==> config.mk <==
export PLATFORM = sky130hd
export DESIGN_NAME = fifo_rd_packer
export DESIGN_NICKNAME = d
export VERILOG_FILES = /design/src/rtl/fifo_pkg.sv /design/src/rtl/fifo_rd_packer_pack_out_reg.sv /design/src/rtl/fifo_rd_packer.sv
export SDC_FILE = /design/constraint.sdc
export NUM_CORES = 1
export LEC_CHECK = 0
export CORE_ASPECT_RATIO = 0.75
export CORE_MARGIN = 10
export CORE_UTILIZATION = 51
export CTS_CLUSTER_DIAMETER = 80
export DETAILED_ROUTE_END_ITERATION = 16
export PLACE_DENSITY = 0.84
export SKIP_CTS_REPAIR_TIMING = 1
export SYNTH_ARGS = -nofsm -noshare
export SYNTH_HDL_FRONTEND = slang
export SYNTH_SLANG_ARGS = --single-unit
==> constraint.sdc <==
create_clock -name clk -period 2.9 [get_ports clk]
set_clock_uncertainty 0.15 [all_clocks]
set_input_delay 0.725 -clock clk [delete_from_list [all_inputs] [get_ports clk]]
set_output_delay 0.725 -clock clk [all_outputs]
set_load 0.05 [all_outputs]
==> src/rtl/fifo_pkg.sv <==
// Shared constants and helpers for the synchronous FIFO and its read-side packer.
package fifo_pkg;

  // Default FIFO word width and packer words-per-beat; the FIFO uses the same defaults.
  localparam int FIFO_N = 4;
  localparam int FIFO_K = 4;

  // Low-order mask with cnt ones, saturating at k ones.
  function automatic int unsigned keep_mask(input int cnt, input int k);
    int lim;
    lim = (cnt > k) ? k : cnt;
    if (lim <= 0) return 0;
    if (lim >= 32) return 32'hFFFF_FFFF;
    return (32'd1 << lim) - 32'd1;
  endfunction

endpackage

==> src/rtl/fifo_rd_packer_pack_out_reg.sv <==
// Single-entry valid/ready output register carrying a packed beat, its keep mask and last flag.
module pack_out_reg #(
  parameter int W_DATA = 16,
  parameter int W_KEEP = 4
) (
  input  logic              clk,
  input  logic              reset,
  input  logic              load,
  input  logic [W_DATA-1:0] in_data,
  input  logic [W_KEEP-1:0] in_keep,
  input  logic              in_last,
  input  logic              out_ready,
  output logic              can_load,
  output logic              out_valid,
  output logic [W_DATA-1:0] out_data,
  output logic [W_KEEP-1:0] out_keep,
  output logic              out_last
);

  logic              valid_reg;
  logic [W_DATA-1:0] data_reg;
  logic [W_KEEP-1:0] keep_reg;
  logic              last_reg;

  // Loading is allowed into an empty slot or into the slot being consumed this cycle,
  // so back-to-back beats leave no bubble.
  assign can_load = !valid_reg || out_ready;

  // Load a new beat, otherwise drop valid on consume; payload holds while stalled.
  always_ff @(posedge clk) begin
    if (reset) begin
      valid_reg <= 1'b0;
      data_reg  <= '0;
      keep_reg  <= '0;
      last_reg  <= 1'b0;
    end else if (load) begin
      valid_reg <= 1'b1;
      data_reg  <= in_data;
      keep_reg  <= in_keep;
      last_reg  <= in_last;
    end else if (valid_reg && out_ready) begin
      valid_reg <= 1'b0;
    end
  end

  assign out_valid = valid_reg;
  assign out_data  = data_reg;
  assign out_keep  = keep_reg;
  assign out_last  = last_reg;

endmodule

==> src/rtl/fifo_rd_packer.sv <==
// Pops N-bit words from a registered-read FIFO, packs K of them (first word in the LSBs)
// into one beat, and closes messages early on flush with a keep mask and last flag.
module fifo_rd_packer
  import fifo_pkg::*;
#(
  parameter int N  = FIFO_N,
  parameter int K  = FIFO_K,
  parameter int CW = $clog2(K + 1)
) (
  input  logic           clk,
  input  logic           reset,
  output logic           fifo_rd_en,
  input  logic           fifo_empty,
  input  logic [N-1:0]   fifo_data,
  input  logic           flush,
  output logic           flush_busy,
  output logic [K*N-1:0] out_data,
  output logic [K-1:0]   out_keep,
  output logic           out_last,
  output logic           out_valid,
  input  logic           out_ready
);

  localparam logic [CW-1:0] K_CNT  = CW'(K);
  localparam logic [CW:0]   K_WIDE = (CW + 1)'(K);

  logic [N-1:0]   acc_reg [K];
  logic [CW-1:0]  acc_cnt_reg, acc_cnt_next;
  logic           rd_pend_reg;
  logic           flush_pend_reg, flush_pend_next;

  logic           can_load;
  logic           acc_full;
  logic           xfer_trig;
  logic           xfer;
  logic           acc_full_hold;
  logic [CW:0]    slots_used;
  logic [K*N-1:0] pack_data;
  logic [K-1:0]   pack_keep;
  logic           pack_last;

  assign acc_full      = (acc_cnt_reg == K_CNT);
  assign xfer_trig     = acc_full || (flush_pend_reg && !rd_pend_reg && (acc_cnt_reg != '0));
  assign xfer          = xfer_trig && can_load;
  assign acc_full_hold = acc_full && !can_load;

  // A transferring accumulator is empty next cycle, so its slots are free for a new read;
  // this keeps the only idle read cycle to the one just before the accumulator fills.
  assign slots_used = (xfer ? '0 : {1'b0, acc_cnt_reg}) + {{CW{1'b0}}, rd_pend_reg};
  assign fifo_rd_en = !reset && !fifo_empty && !flush_pend_reg &&
                      (slots_used < K_WIDE) && !acc_full_hold;

  assign flush_busy = flush_pend_reg;

  // A flush that coincides with a full-beat transfer is folded into that beat's last flag.
  assign pack_last = flush_pend_reg || flush;
  assign pack_keep = K'(keep_mask(int'(acc_cnt_reg), K));

  // Unfilled slots go out as zero so partial beats carry no stale words.
  genvar gi;
  generate
    for (gi = 0; gi < K; gi++) begin : g_pack
      assign pack_data[gi*N +: N] = (acc_cnt_reg > CW'(gi)) ? acc_reg[gi] : '0;
    end
  endgenerate

  // Next-state for the word counter and the pending-flush flag.
  always_comb begin
    acc_cnt_next    = acc_cnt_reg;
    flush_pend_next = flush_pend_reg;
    if (xfer) begin
      acc_cnt_next = '0;
    end else if (rd_pend_reg) begin
      acc_cnt_next = acc_cnt_reg + 1'b1;
    end
    if (flush_pend_reg) begin
      if (xfer || ((acc_cnt_reg == '0) && !rd_pend_reg)) begin
        flush_pend_next = 1'b0;
      end
    end else if (flush && !xfer) begin
      flush_pend_next = 1'b1;
    end
  end

  // Control state; reset drops any in-flight read and partial accumulation.
  always_ff @(posedge clk) begin
    if (reset) begin
      acc_cnt_reg    <= '0;
      rd_pend_reg    <= 1'b0;
      flush_pend_reg <= 1'b0;
    end else begin
      acc_cnt_reg    <= acc_cnt_next;
      rd_pend_reg    <= fifo_rd_en;
      flush_pend_reg <= flush_pend_next;
    end
  end

  // Landing read data goes into the next free slot, preserving FIFO order.
  always_ff @(posedge clk) begin
    for (int i = 0; i < K; i++) begin
      if (rd_pend_reg && (acc_cnt_reg == CW'(i))) begin
        acc_reg[i] <= fifo_data;
      end
    end
  end

  pack_out_reg #(
    .W_DATA (K * N),
    .W_KEEP (K)
  ) u_out_reg (
    .clk       (clk),
    .reset     (reset),
    .load      (xfer),
    .in_data   (pack_data),
    .in_keep   (pack_keep),
    .in_last   (pack_last),
    .out_ready (out_ready),
    .can_load  (can_load),
    .out_valid (out_valid),
    .out_data  (out_data),
    .out_keep  (out_keep),
    .out_last  (out_last)
  );

endmodule
======== After elaboration in Yosys (flattened, before gate mapping) ========
Memories as Yosys holds them, arrays and structs flattened. A register that Yosys moved wholly into a read port is not among the register bits.
Index checks and enable logic that the tools add are counted.
storage, ports and cells
  register bits ........................... 27
  bits in latches ......................... 0
  logic and storage cells ................. 92
  RAM bits ................................ 16
  memories ................................ 1
  ROM bits ................................ 0
memory list
  name     depth  width  read ports  clocked after Yosys merged registers in  write ports  RTL line              text
  acc_reg  4      4      4           1                                        1            fifo_rd_packer.sv:27  logic [N-1:0] acc_reg [K];
operators by class
  add/sub/neg operators ................... 3
  multipliers ............................. 0
  reduce and logical (&&, ||, !) cells .... 34
  divide/modulo/power cells ............... 0
  equality and inequality tests ........... 4
  shift-type cells ........................ 1
  mux-type cells .......................... 34
  order comparisons ....................... 8
  bitwise logic cells ..................... 0
operators with widths
  cell                                                                   number
  4-bit 2-to-1 mux                                                       10
  1-bit 2-to-1 mux                                                       19
  1-bit logical AND                                                      15
  4-bit OR reduction                                                     3
  1-bit zero test                                                        8
  3-bit by 2-bit equality test with 1-bit output, second input constant  2
  3-bit by 6-bit >= comparator with 1-bit output, second input constant  1
  3-bit by 1-bit > comparator with 1-bit output, second input constant   2
  3-bit by 2-bit > comparator with 1-bit output, second input constant   2
  2-bit 2-to-1 mux                                                       3
  3-bit 2-to-1 mux                                                       2
  3-bit by 1-bit adder with 4-bit output                                 1
  1-bit logical OR                                                       4
  4-bit by 3-bit < comparator with 1-bit output, second input constant   1
  1-bit by 3-bit << shifter with 4-bit output, first input constant      1
  4-bit by 1-bit subtractor with 4-bit output, second input constant     1
  3-bit by 1-bit adder with 3-bit output, second input constant          1
  3-bit by 1-bit equality test with 1-bit output, second input constant  1
  3-bit equality test, second input constant                             1
  3-bit > comparator, second input constant                              1
  3-bit by 1-bit <= comparator with 1-bit output, second input constant  1
  3-bit zero test                                                        1
  3-bit nonzero test                                                     1
  2-bit nonzero test                                                     1
  2-bit OR reduction                                                     1

======== Longest topological paths before layout ========
  depth in word-level cells ............... 10
  mapped depth ............................ 7
  gate-level depth less buffers ........... 5

======== Hierarchy ========
A second synthesis with hierarchy kept.
unflattened totals
  cells, all modules ...................... 147
  area, all modules ....................... 1769.2 µm²
modules (own cells, without submodules)
  module          times used  area an instance (µm²)  sequential area each (µm²)  cells an instance
  fifo_rd_packer  1           964.7                   580.6                       75
  pack_out_reg    1           804.5                   440.4                       72

======== Worst setup path after synthesis ========
OpenSTA, ideal clock, no wires.
  kind .................................... register -> output
  start ................................... register flush_pend_reg, in the netlist flush_busy
  end ..................................... output port fifo_rd_en
  required time ........................... 2.025 ns
  buffers on the path ..................... 0
  path slack .............................. -0.970 ns
  cell stages (with the launch flop) ...... 4
  arrival ................................. 2.995 ns
  cell sequence ........................... dfxtp_1 nor3b_4 o21ai_4 a2111oi_1
on the way
  cells in the longest elaborated chain, start to end .. 9
  elaborated cells on any way between the ends .. 11
ends and longest elaborated chain
  item                                           RTL line              text
  from (decl)                                    fifo_rd_packer.sv:30  logic flush_pend_reg, flush_pend_next;
  from (signal assigned)                         fifo_rd_packer.sv:94  flush_pend_reg <= flush_pend_next;
  1-bit logical AND (2 in series)                fifo_rd_packer.sv:43  assign xfer_trig = acc_full || (flush_pend_reg && !rd_pend_reg && (acc_cnt_reg != '0));
  1-bit logical OR                               fifo_rd_packer.sv:43
  1-bit logical AND                              fifo_rd_packer.sv:44  assign xfer = xfer_trig && can_load;
  3-bit 2-to-1 mux                               fifo_rd_packer.sv:49  assign slots_used = (xfer ? '0 : {1'b0, acc_cnt_reg}) + {{CW{1'b0}}, rd_pend_reg};
  3-bit by 1-bit adder with 4-bit output         fifo_rd_packer.sv:49
  4-bit by 3-bit < comparator with 1-bit output  fifo_rd_packer.sv:51  (slots_used < K_WIDE) && !acc_full_hold;
  1-bit logical AND *                            fifo_rd_packer.sv:50  assign fifo_rd_en = !reset && !fifo_empty && !flush_pend_reg &&
  1-bit logical AND *                            fifo_rd_packer.sv:51
  to (decl)                                      fifo_rd_packer.sv:12  output logic fifo_rd_en,
Mark *: on every way between the ends. The rest lies on a longest branch, timed or not.

======== Worst setup path in the final report ========
  start ................................... register acc_cnt_reg[0]
  end ..................................... output port fifo_rd_en
on the way
  cells in the longest elaborated chain, start to end .. 9
  elaborated cells on any way between the ends .. 12
ends and longest elaborated chain
  item                                           RTL line              text
  from (decl)                                    fifo_rd_packer.sv:28  logic [CW-1:0] acc_cnt_reg, acc_cnt_next;
  from (signal assigned)                         fifo_rd_packer.sv:92  acc_cnt_reg <= acc_cnt_next;
  3-bit nonzero test                             fifo_rd_packer.sv:43
  1-bit logical AND                              fifo_rd_packer.sv:43
  1-bit logical OR                               fifo_rd_packer.sv:43
  1-bit logical AND                              fifo_rd_packer.sv:44
  3-bit 2-to-1 mux                               fifo_rd_packer.sv:49
  3-bit by 1-bit adder with 4-bit output         fifo_rd_packer.sv:49
  4-bit by 3-bit < comparator with 1-bit output  fifo_rd_packer.sv:51
  1-bit logical AND                              fifo_rd_packer.sv:50
  1-bit logical AND *                            fifo_rd_packer.sv:51
Marked as above.

==> run metrics <==
Worst EP required a little over 2 ns; DRC 0; clk_lat worst skew roughly 0.29 ns; hold crit path type reg -> reg; wire length per cell about 16 um; largest net degree at the start of global routing 25; P per Cell Area 551.9 nW/um^2; CP Launch Type flip-flop; # IOs 33; commonest non-fill, non-tap cells in the layout clkdlybuf4s50_1, dfxtp_1, edfxtp_1, nand2_1, mux2i_1; Final Non-Filler Cells ~230; total wire length 3660 um; grt total ovfl 0; Final Hold Violating Endpoints 0; post-DP HPWL 2547 um; period utilisation layout 0.9662; cell count after synthesis around 150; dpl cells 213; Post-Synthesis Net Count about 160; Netlist cell types 34; vias in the first global route 1232; Yosys warnings 0; Setup crit end kind primary output; Worst-Margin Slew 0.6807 ns; share of cells above drive strength 1 0.1882; final setup violation count 0; Avg Synthesized Cell Area 12.31 um^2; worst vdd ir 401.5 uV; CTS H-tree lvls 2; area of the core around 3300 um^2; Root Driver clkbuf_8; CTS Buf Count 5; Mapped Area 1798 um^2; sequential area share after synthesis 0.5678; Die Wd 88.56 um; fin util 0.6952; DR pass1 iterations 4; Max Cap Viol 0; WP data arrival 1.93 ns; antenna violations before repair 0; # rows 18; via count 1243; Peak Freq 0.3569 GHz; TritonCTS Sinks 43; crit path kind reg -> out; status finished clean; clk slew on worst S/H paths around 0.070 ns; Port Buf Inserts 32; max-slew violations 0; Starting Density 0.5394; Yosys reg bits 43; die height 71.42 um; DR iter-0 viols 64; vias per inst about 5.5; die area approximately 6300 um^2; RSZ-0062 raised after global routing false; min cycle time layout 2.802 ns; antenna violation net count after detailed routing 0; most common cell after layout, fill and taps aside clkdlybuf4s50_1; clock buffer depth 2; Leak ~0.90 nW; final antenna diode count 0; GP Congestion between 0.8 and 0.9; Worst slew margin 0.5462; first-pass GRT wire length 5782 um; Final nets 198; Total GRT Usage 0.1176; CTS tree yes; CP max FO 4; Area Overhead vs Synth 28.88%
-- area by class of cell --
class                   instances  area, um^2
clock inverters                 2       7.507
fillers                       244        1016
inverters                       4       15.01
well taps                      40       50.05
flip-flops and latches         43        1028
clock buffers                   6       72.57
repair buffers                 40       397.9
multi-input cells              91       745.7
-- worst paths after layout --
check	from	end	slack, ns	cells after the start
setup reg to reg	acc_cnt_reg[0]$_SDFFE_PP0P_	u_out_reg.out_data[1]$_SDFFE_PP0P_	0.94	6
hold / removal	u_out_reg.out_data[4]$_SDFFE_PP0P_	u_out_reg.out_data[4]$_SDFFE_PP0P_	0.32	2
setup / recovery	acc_cnt_reg[0]$_SDFFE_PP0P_	fifo_rd_en	0.1	6
hold reg to reg	u_out_reg.out_data[4]$_SDFFE_PP0P_	u_out_reg.out_data[4]$_SDFFE_PP0P_	0.32	2
-- metrics by stage --
step / power [W] / setup TNS (ns) / hold slack, ns / cell area, um^2 / setup slack [ns]
2_1_floorplan: 0.0008552 / 0 / 0.3325 / 1815 / 0.03095
3_3_place_gp: 0.0009197 / 0 / 0.2944 / 2168 / 0.1323
3_5_place_dp: 0.0009264 / 0 / 0.3090 / 2168 / 0.1070
4_1_cts: 0.001277 / -0.1542 / 0.3189 / 2248 / -0.1542
5_1_grt: 0.001336 / 0 / 0.3335 / 2317 / 0.006686
6_report: 0.001279 / 0 / 0.3162 / 2317 / 0.09798
-- critical path, stage by stage, from the launching register on --
cell and delay, ns:
dfxtp_4 0.38, inv_2 0.05, ha_4 0.17, nor3b_4 0.30
o21ai_4 0.11, a2111oi_4 0.40, clkbuf_16 0.23
-- where the power goes --
group | total, W | switching (W) | leakage (nW) | internal [W]
sequential | 0.000675 | 0.0000230 | 0.365 | 0.000652
combinational | 0.000251 | 0.000149 | 0.494 | 0.000103
clock | 0.000352 | 0.000188 | 0.0403 | 0.000164
total | 0.00128 | 0.000360 | 0.900 | 0.000919
-- synthesized netlist by cell type --
cell type,instances,area share
nand4_1,1,0.0035
and4_1,1,0.0049
buf_4,1,0.0042
buf_6,2,0.013
nor2_1,4,0.0083
nor4b_1,4,0.019
a21oi_1,2,0.0056
mux2i_1,10,0.056
xnor2_1,1,0.0049
or2b_2,1,0.0049
nor2b_1,9,0.031
inv_1,4,0.0083
or2_2,1,0.0035
o21ai_4,1,0.0090
o211a_1,3,0.017
and2_1,2,0.0070
o21a_1,1,0.0042
and3_1,3,0.010
clkbuf_1,4,0.0083
nor3_1,3,0.0083
o211ai_1,2,0.0083
mux2_2,4,0.025
buf_2,1,0.0028
nor3b_1,4,0.017
ha_1,4,0.028
nor3b_4,1,0.010
nand2_1,15,0.031
edfxtp_1,16,0.27
nand3_1,5,0.014
mux2_4,5,0.042
a31oi_1,1,0.0035
dfxtp_1,27,0.30
a2111oi_2,1,0.0083
a2111oi_1,2,0.011
-- kinds of logic after synthesis --
family,Yosys count,share of synthesized area
AO/OA/AOI/OAI,13,0.06681
XOR/XNOR,1,0.004872
adder cells (fa/ha/maj),4,0.02784
flip-flops,43,0.5679
AND/OR/NAND/NOR,54,0.1740
multiplexers,19,0.1225
buffers and inverters,12,0.03618
-- layer usage --
layer | GRT usage | vias to the layer above | part of all wire
met5 | 0 | - | 0
met4 | 0.04293 | 0 | 0.011
met3 | 0.06441 | 6 | 0.10
met2 | 0.1780 | 49 | 0.45
met1 | 0.1373 | 589 | 0.43
li1 | - | 599 | -
No activity file was read; power rests on OpenSTA's default activity.
